File: config.mk
export PLATFORM = sky130hd
export DESIGN_NAME = ex_stage
export DESIGN_NICKNAME = d
export VERILOG_FILES = /design/src/rtl/ex_stage.sv
export SDC_FILE = /design/constraint.sdc
export NUM_CORES = 1
export LEC_CHECK = 0
export CORE_MARGIN = 2
export CORE_UTILIZATION = 55
export DETAILED_ROUTE_END_ITERATION = 12
export GPL_TIMING_DRIVEN = 0
export MAX_ROUTING_LAYER = met4
export PLACE_DENSITY = 0.83
export SLEW_MARGIN = 20
export SYNTH_ARGS = -nofsm -noshare
export SYNTH_HDL_FRONTEND = slang
export SYNTH_SLANG_ARGS = --single-unit
File: constraint.sdc
create_clock -name clock -period 4.1 [get_ports clock]
set_input_delay 0.41 -clock clock [delete_from_list [all_inputs] [get_ports clock]]
set_output_delay 0.41 -clock clock [all_outputs]
set_load 0.1 [all_outputs]
File: src/rtl/ex_stage.sv
// rtl/ex_stage.sv - Execute stage: accumulator, ALU, iterative multiplier, EX/MEM register
// The multiplier runs one shift-add step per cycle and holds stall high until the last step.
module ex_stage #(
  parameter int WIDTH      = 8,
  parameter int MUL_CYCLES = 8
) (
  input  logic             clock,
  input  logic             reset,
  input  logic             flush,
  input  logic             valid_in,
  input  logic [2:0]       alu_op,
  input  logic             ac_we,
  input  logic [WIDTH-1:0] RegVal_in,
  input  logic [WIDTH-1:0] PC_in,
  input  logic             Wr_in,
  input  logic             Wm_in,
  input  logic             Rm_in,
  input  logic             Neq_in,
  input  logic             J_in,
  input  logic             JC_in,
  output logic             stall,
  output logic             valid_out,
  output logic [WIDTH-1:0] acOutValue,
  output logic             zeroOut,
  output logic [WIDTH-1:0] RegVal,
  output logic [WIDTH-1:0] PC,
  output logic             Wr,
  output logic             Wm,
  output logic             Rm,
  output logic             Neq,
  output logic             J,
  output logic             JC
);

  localparam int CW = (MUL_CYCLES > 1) ? $clog2(MUL_CYCLES) : 1;
  localparam logic [CW-1:0] LAST = CW'(MUL_CYCLES - 1);

  localparam logic [2:0] OP_NOP = 3'b000;
  localparam logic [2:0] OP_ADD = 3'b001;
  localparam logic [2:0] OP_SUB = 3'b010;
  localparam logic [2:0] OP_AND = 3'b011;
  localparam logic [2:0] OP_OR  = 3'b100;
  localparam logic [2:0] OP_LDI = 3'b101;
  localparam logic [2:0] OP_MUL = 3'b110;
  localparam logic [2:0] OP_SHL = 3'b111;

  typedef enum logic {IDLE, MUL} state_t;

  state_t           state;
  logic [CW-1:0]    count;
  logic [WIDTH-1:0] ac;
  logic [WIDTH-1:0] mcand;
  logic [WIDTH-1:0] mplier;
  logic [WIDTH-1:0] product;
  logic [WIDTH-1:0] sh_pc;
  logic             sh_ac_we;
  logic [5:0]       sh_ctrl;
  logic [5:0]       ctrl;
  logic [5:0]       ctrl_in;
  logic [WIDTH-1:0] result;
  logic [WIDTH-1:0] next_product;

  assign ctrl_in = {Wr_in, Wm_in, Rm_in, Neq_in, J_in, JC_in};
  assign {Wr, Wm, Rm, Neq, J, JC} = ctrl;
  assign stall = (state == MUL);

  always_comb begin
    result = ac;
    case (alu_op)
      OP_NOP:  result = ac;
      OP_ADD:  result = ac + RegVal_in;
      OP_SUB:  result = ac - RegVal_in;
      OP_AND:  result = ac & RegVal_in;
      OP_OR:   result = ac | RegVal_in;
      OP_LDI:  result = RegVal_in;
      OP_SHL:  result = {ac[WIDTH-2:0], 1'b0};
      default: result = ac;
    endcase
  end

  always_comb begin
    next_product = product;
    if (mplier[count]) next_product = product + (mcand << count);
  end

  always_ff @(posedge clock) begin
    if (reset) begin
      state      <= IDLE;
      count      <= '0;
      ac         <= '0;
      mcand      <= '0;
      mplier     <= '0;
      product    <= '0;
      sh_pc      <= '0;
      sh_ac_we   <= 1'b0;
      sh_ctrl    <= '0;
      valid_out  <= 1'b0;
      acOutValue <= '0;
      zeroOut    <= 1'b0;
      RegVal     <= '0;
      PC         <= '0;
      ctrl       <= '0;
    end else if (flush) begin
      state     <= IDLE;
      count     <= '0;
      valid_out <= 1'b0;
      ctrl      <= '0;
    end else begin
      case (state)
        IDLE: begin
          if (valid_in && alu_op == OP_MUL) begin
            state     <= MUL;
            count     <= '0;
            mcand     <= ac;
            mplier    <= RegVal_in;
            product   <= '0;
            sh_pc     <= PC_in;
            sh_ac_we  <= ac_we;
            sh_ctrl   <= ctrl_in;
            valid_out <= 1'b0;
            ctrl      <= '0;
          end else if (valid_in) begin
            valid_out  <= 1'b1;
            acOutValue <= result;
            zeroOut    <= (result == '0);
            RegVal     <= RegVal_in;
            PC         <= PC_in;
            ctrl       <= ctrl_in;
            if (ac_we) ac <= result;
          end else begin
            valid_out <= 1'b0;
            ctrl      <= '0;
          end
        end
        MUL: begin
          product <= next_product;
          count   <= count + 1'b1;
          if (count == LAST) begin
            state      <= IDLE;
            valid_out  <= 1'b1;
            acOutValue <= next_product;
            zeroOut    <= (next_product == '0);
            RegVal     <= mplier;
            PC         <= sh_pc;
            ctrl       <= sh_ctrl;
            if (sh_ac_we) ac <= next_product;
          end else begin
            valid_out <= 1'b0;
            ctrl      <= '0;
          end
        end
        default: state <= IDLE;
      endcase
    end
  end

endmodule

==> flow_summary_export.csv <==
group,metric,value,unit
run_status,outcome,"completed",
sta,fin_crit,3.55,ns
clock_network,cts_hold_buf,0,
placed_design,dp_hpwl,10100,µm
sta,hold_viol,0,
grt,grt_pass1_vias,4523,
floorplan,io_pins,63,
grt,grt_overflow,0,
synth,synth_commonest_cells,"83 x dfxtp_1, 79 x nand2_1, 61 x nor2_1",
synth,synth.cell_area,4810,µm²
floorplan,die_x,97.5,µm
synth,syn_inst,579,
floorplan,dieArea,9510,µm²
placed_design,place.gp.congestion,0.964,
placed_design,dp.cells,743,
synth,synth_flop_cell,"dfxtp_1",
routing,firstDrtPassIters,6,
routing,wl_per_cell,17.7,µm
sta,finalSetupTns,0,ns
synth,synth_edf_count,0,
synth,synth_warnings,0,
setup_path,crit_required,4.39,ns
clock_network,clock_path_buffers,2,
sta,slew_violations,0,
routing,drc,0,
final_layout,fin_cells,759,
setup_path,path_cells,"clkdlybuf4s50_1 -> inv_1 -> ha_1 -> mux2_2 -> fa_1 -> nor2b_1 -> nor4_1 -> a221oi_1 -> or3b_1 -> nor4_1 -> a41oi_1 -> o31ai_2",
synth,avgSynthCellArea,8.31,µm²
synth,synth.distinct_cells,69,
synth,synth_area_leaders,"dfxtp_1 35%, mux2i_1 8.1%, nand2_1 6.2%",
routing,postRouteAntennaNets,0,
sta,setup_viol,0,
grt,grt_max_degree,16,
floorplan,die_y,97.5,µm
clock_network,cts-root-buf,"clkbuf_8",
power,power_density,328,nW/µm²
synth,ys_seq_elements,83,
sta,finClkSkew,0.0110,ns
synth,synth_nets,630,
setup_path,critPathSlowestCell,"clkdlybuf4s50_1",
setup_path,worst-path-max-fanout,8,
final_layout,layout-drive-gt1-share,0.0707,
job,maxCapViolCount,0,
synth,yosysSeqAreaShare,0.345,
clock_network,cts.sink_count,83,
setup_path,cpMostUsedCell,"nor4_1",
power,leakagePower,0.00210,µW
setup_path,start_kind,"primary input",
setup_path,crit_path_end_kind,"flip-flop",
hold_path,holdCritPathClass,"in2reg",
final_layout,final_nets,697,
grt,grt.total_usage,0.287,
clock_network,clk_pin_slew,0.09,ns
setup_path,path_delay_family,"simple AND/OR/NAND/NOR gates",
routing,drt_wl_total,13400,µm
floorplan,rows,34,
sta,period_share,0.866,
clock_network,numCtsBuffers,9,
synth,synth.most_common_cell,"dfxtp_1",
setup_path,max_stage_delay,0.66,ns
routing,vias,4710,
clock_network,ctsResizeCount,0,
clock_network,postCtsSetupBuffers,0,
placed_design,io_buffers,56,
synth,async_flop_share,0,
sta,slew_headroom,0.349,
synth,synth_top_cell_area_share,0.345,
clock_network,cts.htree.levels,3,
routing,via_per_inst,6.21,
setup_path,critPathArrivalTime,3.84,ns
routing,drt_iter0_drc,390,
sta,rsz0062_at_grt,"no",
setup_path,crit_buf_inv,2,
synth,synth_top_cell_by_area,"dfxtp_1",
grt,grt_pass1_wl,21800,µm
final_layout,utilization,0.665,
clock_network,clock_latency,0.36,ns
sta,worst_pin_slew,0.974,ns
power,vdd_drop_max,0.231,mV
sta,fmax,0.281,GHz
floorplan,core_area,8590,µm²
grt,antenna_found_initial,0,
final_layout,diodes,0,
floorplan,initial_core_util,0.560,
setup_path,worst-setup-path-type,"in2reg",
final_layout,area_delta_synth_final,18.8,%
clock_network,cts_tree,"built",
==> logic make-up after synthesis <==
kind of cell             count (synthesis)  share of synthesized area
buffers and inverters                   57                     0.0491
AO/OA/AOI/OAI                          149                      0.208
flip-flops                              83                      0.345
AND/OR/NAND/NOR                        210                      0.205
adder cells (fa/ha/maj)                 21                     0.0577
XOR/XNOR                                11                     0.0200
multiplexers                            48                      0.115
==> area by class of cell <==
| class | instances | area (µm²) |
|---|---|---|
| fillers | 721 | 2880 |
| flip-flops and latches | 83 | 1660 |
| well taps | 108 | 135 |
| clock inverters | 6 | 71.3 |
| multi-input cells | 439 | 2910 |
| clock buffers | 10 | 138 |
| inverters | 16 | 60.1 |
| plain buffers | 41 | 176 |
| repair buffers | 56 | 561 |
==> metrics by stage <==
step | hold slack [ns] | instance area (µm²) | total power, µW | worst slack (ns)
2_1_floorplan | 0.433 | 4810 | 1150 | 1.01
3_3_place_gp | 0.440 | 5510 | 1260 | 0.266
3_5_place_dp | 0.448 | 5510 | 1270 | 0.248
4_1_cts | 0.416 | 5720 | 1870 | 0.613
5_1_grt | 0.459 | 5720 | 1930 | 0.348
6_report | 0.421 | 5720 | 1880 | 0.547
==> state kept, by name, indices dropped and copies added (netlist names) <==
register    flops
product         8
sh_ctrl         6
ac              8
sh_ac_we        1
ctrl            6
mcand           8
RegVal          8
mplier          8
count           3
stall           1
sh_pc           8
acOutValue      8
zeroOut         1
valid_out       1
PC              8
==> path summary, 6_finish.rpt <==
check	to	depth (start not counted)	slack (ns)	from
max reg2reg	zeroOut$_SDFFE_PP0P_	13	0.93	count[0]$_SDFFE_PP0N_
min reg2reg	sh_pc[6]$_SDFFE_PP0P_	2	0.46	sh_pc[6]$_SDFFE_PP0P_
max	zeroOut$_SDFFE_PP0P_	12	0.55	RegVal_in[0]
min	mplier[3]$_SDFFE_PP0P_	3	0.42	RegVal_in[3]
==> worst register-to-register path, cell delays in order (launching register included) <==
cell and delay (ns):
dfxtp_1 0.34, buf_2 0.16, buf_4 0.21, mux4_2 0.52, nand2_1 0.08, nand2_1 0.07, ha_1 0.33, nor3b_1 0.16
a221oi_1 0.20, a31oi_1 0.13, a21oi_1 0.29, nand3_1 0.10, or3_1 0.34, o31ai_2 0.17
==> metal layers <==
metal  routed length [µm]  GRT usage
met5                    0          -
met4                  405      0.108
met3                  885     0.0353
met2                 6370      0.464
met1                 5750      0.371
==> power breakdown <==
group / switching [µW] / internal, µW
logic: 277 / 130
clock network: 319 / 304
registers: 17.8 / 829
==> placed cells by master (no fill, tap or decap), types with 3 or more instances in the layout <==
master,n
a211oi_1,19
a21o_1,8
a21oi_1,49
a221oi_1,3
a222oi_1,4
a22o_1,3
a22oi_1,10
a31oi_1,3
and2_1,3
and3_1,5
buf_1,4
buf_2,5
clkbuf_1,28
clkbuf_8,10
clkdlybuf4s50_1,56
dfxtp_1,83
ha_1,19
inv_1,15
mux2_2,4
mux2i_1,39
mux4_2,3
nand2_1,79
nand2b_1,4
nand3_1,5
nor2_1,61
nor2b_1,8
nor3_1,13
nor3b_1,5
nor4_1,4
o211ai_1,4
o21a_1,6
o21ai_0,16
o311ai_0,3
o31a_1,3
o31ai_1,4
or2_2,3
or3_1,5
xnor2_1,8
xor2_1,3
(Power assumes the default switching activity.)
